$ cat config.mk
export PLATFORM = sky130hd
export DESIGN_NAME = fifo_push_arbiter
export DESIGN_NICKNAME = d
export VERILOG_FILES = /design/src/rtl/arb_pkg.sv /design/src/rtl/fifo_push_arbiter_rr_pick.sv /design/src/rtl/fifo_push_arbiter.sv
export SDC_FILE = /design/constraint.sdc
export NUM_CORES = 1
export LEC_CHECK = 0
export CAP_MARGIN = 20
export CORE_MARGIN = 2
export CORE_UTILIZATION = 39
export CTS_BUF_LIST = sky130_fd_sc_hd__clkbuf_4
export DETAILED_ROUTE_END_ITERATION = 16
export PLACE_DENSITY = 0.83
export SLEW_MARGIN = 40
export SYNTH_ARGS = -nofsm -noshare
export SYNTH_HDL_FRONTEND = slang
export SYNTH_HIERARCHICAL = 1
export SYNTH_SLANG_ARGS = --single-unit
export TNS_END_PERCENT = 30
$ cat constraint.sdc
create_clock -name clock -period 4.7 [get_ports clock]
set_clock_uncertainty 0.15 [all_clocks]
set_input_delay 1.41 -clock clock [delete_from_list [all_inputs] [get_ports clock]]
set_output_delay 1.41 -clock clock [all_outputs]
set_load 0.1 [all_outputs]
$ cat src/rtl/arb_pkg.sv
// Shared types for the packet-aware FIFO push arbiter.
package arb_pkg;

    typedef enum logic {
        ARB_IDLE,
        ARB_OWNED
    } arb_state_e;

    localparam int ArbMaxRequesters = 8;

endpackage

$ cat src/rtl/fifo_push_arbiter_rr_pick.sv
// Round-robin picker: first requester after index `last_i`, wrapping modulo N.
module rr_pick
    import arb_pkg::*;
#(
    parameter int N  = 4,
    parameter int IW = $clog2(N)
) (
    input  logic [N-1:0]  req_i,
    input  logic [IW-1:0] last_i,
    output logic          found_o,
    output logic [IW-1:0] idx_o
);

    logic [IW:0] pos;

    // Scan from the farthest candidate back to the nearest so the nearest wins.
    always_comb begin
        found_o = 1'b0;
        idx_o   = '0;
        pos     = '0;
        for (int k = N; k >= 1; k--) begin
            pos = {1'b0, last_i} + (IW+1)'(k);
            if (pos >= (IW+1)'(N)) begin
                pos = pos - (IW+1)'(N);
            end
            if (req_i[pos[IW-1:0]]) begin
                found_o = 1'b1;
                idx_o   = pos[IW-1:0];
            end
        end
    end

endmodule

$ cat src/rtl/fifo_push_arbiter.sv
// Round-robin arbiter sharing one FIFO push port; a winner keeps the port
// until its packet ends or its burst limit is reached.
module fifo_push_arbiter
    import arb_pkg::*;
#(
    parameter int Requesters = 4,
    parameter int MaxBurst   = 16
) (
    input  logic                          clock,
    input  logic                          reset,
    input  logic [Requesters-1:0]         rValid,
    input  logic [8*Requesters-1:0]       rByte,
    input  logic [Requesters-1:0]         rLast,
    output logic [Requesters-1:0]         rAck,
    output logic [7:0]                    fByte,
    output logic                          fPush,
    input  logic                          fFull,
    output logic [$clog2(Requesters)-1:0] hOwner,
    output logic                          hBusy,
    output logic                          hAbort
);

    localparam int IW = $clog2(Requesters);
    localparam int CW = $clog2(MaxBurst + 1);

    arb_state_e    state_q;
    logic [IW-1:0] owner_q;
    logic [IW-1:0] last_q;
    logic [CW-1:0] count_q;
    logic [CW-1:0] count_d;
    logic          abort_q;

    logic          pick_found;
    logic [IW-1:0] pick_idx;
    logic [IW-1:0] sel_idx;
    logic          sel_ok;
    logic          sel_last;
    logic          push;
    logic [7:0]    byte_arr [Requesters];

    rr_pick #(
        .N  (Requesters),
        .IW (IW)
    ) u_pick (
        .req_i   (rValid),
        .last_i  (last_q),
        .found_o (pick_found),
        .idx_o   (pick_idx)
    );

    generate
        for (genvar gi = 0; gi < Requesters; gi++) begin : g_req
            assign byte_arr[gi] = rByte[8*gi +: 8];
            assign rAck[gi]     = push && (sel_idx == IW'(gi));
        end
    endgenerate

    // While owned, only the owner may push, even if it is idle this cycle.
    always_comb begin
        if (state_q == ARB_OWNED) begin
            sel_idx = owner_q;
            sel_ok  = rValid[owner_q];
        end else begin
            sel_idx = pick_idx;
            sel_ok  = pick_found;
        end
        sel_last = rLast[sel_idx];
        push     = reset && sel_ok && !fFull;
        fByte    = push ? byte_arr[sel_idx] : 8'h00;
        count_d  = count_q + CW'(1);
    end

    assign fPush  = push;
    assign hOwner = owner_q;
    assign hBusy  = (state_q == ARB_OWNED);
    assign hAbort = abort_q;

    always_ff @(posedge clock) begin
        if (!reset) begin
            state_q <= ARB_IDLE;
            owner_q <= '0;
            last_q  <= IW'(Requesters - 1);
            count_q <= '0;
            abort_q <= 1'b0;
        end else begin
            abort_q <= 1'b0;
            if (push) begin
                last_q <= sel_idx;
                if (state_q == ARB_IDLE) begin
                    count_q <= CW'(1);
                    if (!sel_last) begin
                        if (MaxBurst == 1) begin
                            abort_q <= 1'b1;
                        end else begin
                            state_q <= ARB_OWNED;
                            owner_q <= sel_idx;
                        end
                    end
                end else begin
                    count_q <= count_d;
                    // A byte marked last ends the packet cleanly even on the limit.
                    if (sel_last || count_d == CW'(MaxBurst)) begin
                        state_q <= ARB_IDLE;
                        abort_q <= !sel_last;
                    end
                end
            end
        end
    end

endmodule

* Word-level counts from Yosys, hierarchy flattened
Index checks and enable logic that the tools add are counted.
** Operators by class
- Add/sub/neg operators :: 9
- $mul :: 0
- Div/mod/pow operators :: 0
- Order comparisons :: 11
- Equal/unequal tests :: 4
- Shifts and indexed selects :: 0
- Mux-type cells :: 34
- Bitwise operators :: 3
- Reductions and logical operators :: 12
** Operators by type and width (count)
- 8-bit 2-to-1 mux :: 3
- 2-bit by 3-bit less-than comparator with 1-bit output (second input constant) :: 6
- 2-bit 2-to-1 mux :: 9
- 8-bit binary-select mux with 2-bit select :: 1
- 3-bit greater-or-equal comparator (second input constant) :: 5
- 1-bit 2-to-1 mux :: 14
- 1-bit binary-select mux with 2-bit select :: 6
- 2-bit by 1-bit subtractor with 2-bit output (second input constant) :: 4
- 2-bit by 2-bit adder with 3-bit output (second input constant) :: 2
- 1-bit logical AND :: 6
- 5-bit by 1-bit adder with 5-bit output (second input constant) :: 1
- 5-bit equality test (second input constant) :: 1
- 5-bit 2-to-1 mux :: 1
- 2-bit equality test (second input constant) :: 2
- 4-bit AND reduction :: 1
- 2-bit by 1-bit adder with 3-bit output (second input constant) :: 1
- 2-bit by 3-bit adder with 3-bit output (second input constant) :: 1
- 2-bit inverter with 3-bit output :: 1
- 3-bit AND reduction :: 1
- 2-bit by 1-bit equality test with 1-bit output (second input constant) :: 1
- 1-bit logical NOT :: 2
- 2-bit logical NOT :: 1
- 1-bit inverter :: 2
- 1-bit logical OR :: 1
** Storage, ports and cells
- Bits in registers :: 11
- Bits in latches :: 0
- Memory bits (writable) :: 0
- Bits in read-only memories :: 0
- Input bits :: 43
- Output and inout port bits :: 17
- Logic and storage cells :: 78
- Memories :: 0

* Logic depth before layout (Yosys ltp)
- Depth after elaboration :: 15
- Gate-level depth with buffers :: 8
- Gate-level depth less buffers :: 7

* Hierarchy
Netlist, hierarchy kept.
** Modules (own cells, without submodules)
- fifo_push_arbiter :: times used 1, cells each 106, area an instance 969.7 µm², sequential area each 220.2 µm²
- rr_pick :: times used 1, cells each 14, area an instance 91.3 µm², sequential area each 0.0 µm²

* Worst setup path before layout
Ideal clock, no wire load.
- Path type :: input port to output port
- Start :: input rValid[2]
- End :: output rAck[1]
- Arrival :: 4.371 ns
- Required time :: 3.140 ns
- Path slack :: -1.231 ns
- Stages :: 6
- Path buffers :: 1
- Cells stage by stage :: and2b_1 -> a21oi_2 -> o221ai_2 -> mux2i_1 -> buf_2 -> nor3_1
** Between the ends
- Elaborated cells on any way between the ends :: 24
- Those cells by class :: 1 x eq/ne; 20 x mux; 3 x reduce/logical
** RTL lines
- start: declaration :: RTL line fifo_push_arbiter.sv:11 : input logic [Requesters-1:0] rValid,
- 1-bit binary-select mux with 2-bit select :: RTL line fifo_push_arbiter_rr_pick.sv:26 : if (req_i[pos[IW-1:0]]) begin
- 1-bit 2-to-1 mux (not written as such) :: RTL line fifo_push_arbiter_rr_pick.sv:26
- 2-bit 2-to-1 mux (3 in a row) :: RTL line fifo_push_arbiter_rr_pick.sv:26
- 2-bit 2-to-1 mux * :: RTL line fifo_push_arbiter_rr_pick.sv:26
- net pick_idx[0] :: RTL line fifo_push_arbiter.sv:34 : logic [IW-1:0] pick_idx;
- 2-bit 2-to-1 mux * :: RTL line fifo_push_arbiter.sv:60 : if (state_q == ARB_OWNED) begin
- 2-bit by 1-bit equality test with 1-bit output * :: RTL line fifo_push_arbiter.sv:54 : assign rAck[gi] = push && (sel_idx == IW'(gi));
- 1-bit logical AND * :: RTL line fifo_push_arbiter.sv:54
- end: declaration :: RTL line fifo_push_arbiter.sv:14 : output logic [Requesters-1:0] rAck,
Mark *: on every way through the listed nets, which the timed path passes. The rest lies on a longest branch. The select of a mux whose other input is x is not followed.

* Final worst setup path
- Start :: input rValid[0]
- End :: output fByte[4]
** Between the ends
- Cells in the longest elaborated chain, start to end :: 12
- Elaborated cells on any way between the ends :: 27
- Those cells by class :: 24 x mux; 1 x bitwise; 2 x reduce/logical
** RTL lines
- 1-bit binary-select mux with 2-bit select :: RTL line fifo_push_arbiter_rr_pick.sv:26
- 1-bit 2-to-1 mux (not written as such) :: RTL line fifo_push_arbiter_rr_pick.sv:26
- 2-bit 2-to-1 mux (3 in a row) :: RTL line fifo_push_arbiter_rr_pick.sv:26
- 2-bit 2-to-1 mux * :: RTL line fifo_push_arbiter_rr_pick.sv:26
- net pick_idx[1] :: RTL line fifo_push_arbiter.sv:34
- 2-bit 2-to-1 mux * :: RTL line fifo_push_arbiter.sv:60
- 2-bit inverter with 3-bit output (not written as such) * :: RTL line fifo_push_arbiter.sv:69 : fByte = push ? byte_arr[sel_idx] : 8'h00;
- 8-bit binary-select mux with 2-bit select * :: RTL line fifo_push_arbiter.sv:69
- 8-bit 2-to-1 mux (not written as such) * (2 in a row) :: RTL line fifo_push_arbiter.sv:69
- 8-bit 2-to-1 mux * :: RTL line fifo_push_arbiter.sv:69
- end: declaration :: RTL line fifo_push_arbiter.sv:15 : output logic [7:0] fByte,
Marks and branches as above.

==> flow_metrics.py <==
metrics = {
    "detailed_routing": {
        "vias": 1317,
        "wire_per_inst_um": 18.3,
        "drtIter0Drc": 46,
        "route.detailed.drc": 0,
        "antenna_left": 0,
        "firstDrtPassIters": 4,
        "drt_wl_total_mm": 4.20,
        "vias_per_cell": 5.75,
    },
    "critical_path": {
        "reg2reg_from": "last_q[1]$_SDFFE_PN1P_",
        "path_buf_inv": 4,
        "crit_family": "compound AO/OA/AOI/OAI gates",
        "critical_path.slowest_cell": "mux4_2",
        "path_depth": 10,
        "cp_max_fo": 5,
        "cp.required_ns": 3.14,
        "max_stage_delay_ns": 0.50,
        "crit_path_start_kind": "input port",
        "cp.arrival_ns": 3.15,
        "ff2ff_path_depth": 10,
        "reg2reg_setup_slack_ns": 2.38,
        "cp_cell_sequence": "buf_6, a21oi_2, a31oi_2, a21oi_2, inv_1, o21ai_2, buf_6, mux4_2, and2_4, buf_12",
        "endpoint_kind": "primary output",
        "worstSetupPathType": "input port to primary output",
        "reg2reg_to": "hBusy$_SDFFE_PN0P_",
    },
    "finish": {
        "n_antenna_cell": 0,
        "nFillCells": 143,
        "area_delta_synth_final_pct": 91.7,
        "fin_area_um2": 2030,
        "final_net_count": 244,
        "fin_cells": 229,
        "drive_above_1_share_pct": 41.2,
    },
    "floorplanning": {
        "die_y_um": 56.2,
        "die-area_um2": 3150,
        "rows": 18,
        "die_x_um": 56.2,
        "core_area_um2": 2520,
        "floorplan.initialDensity_pct": 42.1,
        "ios": 60,
    },
    "place": {
        "preCtsSetupSlack_ns": -0.415,
        "io_buffers": 59,
        "globalplace.congestion": 0.826,
        "place_area_um2": 1950,
        "dpl.cell_count": 222,
        "dp_hpwl_mm": 3.09,
    },
    "timing": {
        "layout_setup_ws_ns": -0.00712,
        "fmax_ghz": 0.212,
        "max_slew_margin_pct": 51.1,
        "rsz0062_at_grt": "true",
        "finalSetupTns_ns": -0.0119,
        "setup_violations": 3,
        "fin_crit_ns": 4.71,
        "hold_viol": 0,
        "holdWs_ns": 0.361,
        "post-route-period-util_pct": 100,
        "drv_slew": 0,
        "worst_pin_slew_ns": 0.723,
    },
    "yosys": {
        "ys_warn_count": 6,
        "ys_seq_area_share_pct": 20.8,
        "ys_ff_latch": 11,
        "synth_top_area_share_pct": 20.8,
        "synth_nets": 164,
        "syn-instance-count": 120,
        "synth_top_flop_cell": "dfxtp_1",
        "synthArstFlopShare_pct": 0,
        "synth_area_um2": 1060,
        "synth_top_area_cell": "dfxtp_1",
        "syn_area_per_cell_um2": 8.84,
        "synth-edff-count": 0,
        "synth_top_cells_by_area": "dfxtp_1 21%, mux4_2 19%, and2_2 5.7%",
        "yosys.cell_types.count": 39,
    },
    "outcome": {
        "status": "finished with violations",
        "violations": "setup timing",
    },
    "global_route": {
        "grt_pass1_vias": 1303,
        "antenna_found_initial": 0,
        "grt_use_total_pct": 26.0,
        "grt_max_degree": 19,
        "overflow": 0,
        "grt_pass1_wl_mm": 6.39,
    },
    "clocking": {
        "clockBufferDepth": 2,
        "cts.sinks": 11,
        "root_buffer": "clkbuf_4",
        "clkTransAtPathRegs_ns": 0.06,
        "tritoncts": "built",
        "htreeDepth": 1,
        "clock_latency_ns": 0.27,
        "cts_buffers": 3,
    },
    "worst_hold_path": {
        "whs_path_depth": 2,
        "hp-start": "count_q[1]$_SDFFE_PN0P_",
        "hold_path_class": "flop to flop",
        "min_to": "count_q[1]$_SDFFE_PN0P_",
    },
    "power": {
        "p_per_area_nw_per_um2": 248,
        "peakVddDrop_mv": 0.237,
        "power.leakage_nw": 0.823,
    },
    "flow_run": {
        "cap_violations": 0,
    },
}
==> layer usage <==
layer / track usage (%) / wire [um] / vias up
met1: 29.4 / 1580 / 608
met3: 4.65 / 370 / 5
met5: 0 / 0 / -
met4: 5.44 / 29 / 0
li1: - / - / 622
met2: 50.1 / 2220 / 82
==> cell usage in the layout (no fill, tap or decap), drive strengths merged, types with 5 or more instances in the layout <==
master         count
mux4               9
clkbuf             5
nor2               7
dfxtp             11
nand2              8
a21oi              8
and2               8
clkdlybuf4s50     38
buf               43
mux2i              5
nand3              7
o21ai              7
inv                6
==> cell type report <==
| class | instances | area (um2) | share of cell area, % |
|---|---|---|---|
| Inverter | 6 | 25.0 | 1.23 |
| Sequential cell | 11 | 220 | 10.8 |
| Clock buffer | 4 | 30.0 | 1.48 |
| Timing Repair Buffer | 82 | 877 | 43.1 |
| Multi-Input combinational cell | 96 | 845 | 41.5 |
| Tap cell | 30 | 37.5 | 1.85 |
==> kinds of logic after synthesis <==
group / share of synthesized area (%)
buffers and inverters: 5.19
multiplexers: 24.9
adder cells (fa/ha/maj): 1.18
AO/OA/AOI/OAI: 22.2
AND/OR/NAND/NOR: 25.8
flip-flops: 20.8
==> tightest hold or removal path: cells and delay by family (launching register included) <==
kind / cells / cell delay, ns
flops: 1 / 0.34
simple gates: 1 / 0.07
compound gates: 1 / 0.06
==> how the worst max path moves through the flow <==
stage,from,endpoint
after floorplan,rValid[2],rAck[1]
after global placement,rValid[3],fByte[4]
after detailed placement,rValid[3],fByte[6]
after CTS,rValid[3],fByte[6]
after global routing,rValid[0],fByte[2]
final,rValid[0],fByte[4]
==> per-stage QoR <==
step / utilization (%) / total power (W)
floorplan: - / 0.000295
global placement: 78.0 / 0.000410
detailed placement: 77.2 / 0.000415
CTS: 79.9 / 0.000500
global route: 80.7 / 0.000527
finish: 80.7 / 0.000505
==> timing repair <==
item                       CTS  global route
setup endpoints to repair   13            10
hold buffers                 0             0
gates cloned                 1             0
gates resized for setup     28             6
pin swaps                    7             5
setup buffers                1             1
==> sequential cells by signal (all words and copies together) (netlist names) <==
| signal | count |
|---|---|
| count_q | 5 |
| hAbort | 1 |
| hBusy | 1 |
| hOwner | 2 |
| last_q | 2 |
==> synthesized netlist by cell type, types with 4 or more instances <==
cell / instances
nand3_1: 7
nor2_1: 7
o21ai_0: 6
a21oi_1: 7
mux2i_1: 5
mux4_2: 9
nand4_1: 4
inv_1: 5
and2_2: 8
nand2b_1: 4
dfxtp_1: 11
nand2_1: 8
==> power breakdown <==
group	internal, W	switching, W	leakage (nW)	total, W
registers	0.0000990	0.0000135	0.0897	0.000113
clock network	0.0000387	0.0000305	0.0184	0.0000692
logic	0.000154	0.000169	0.715	0.000324
No activity file was read; power rests on OpenSTA's default activity.
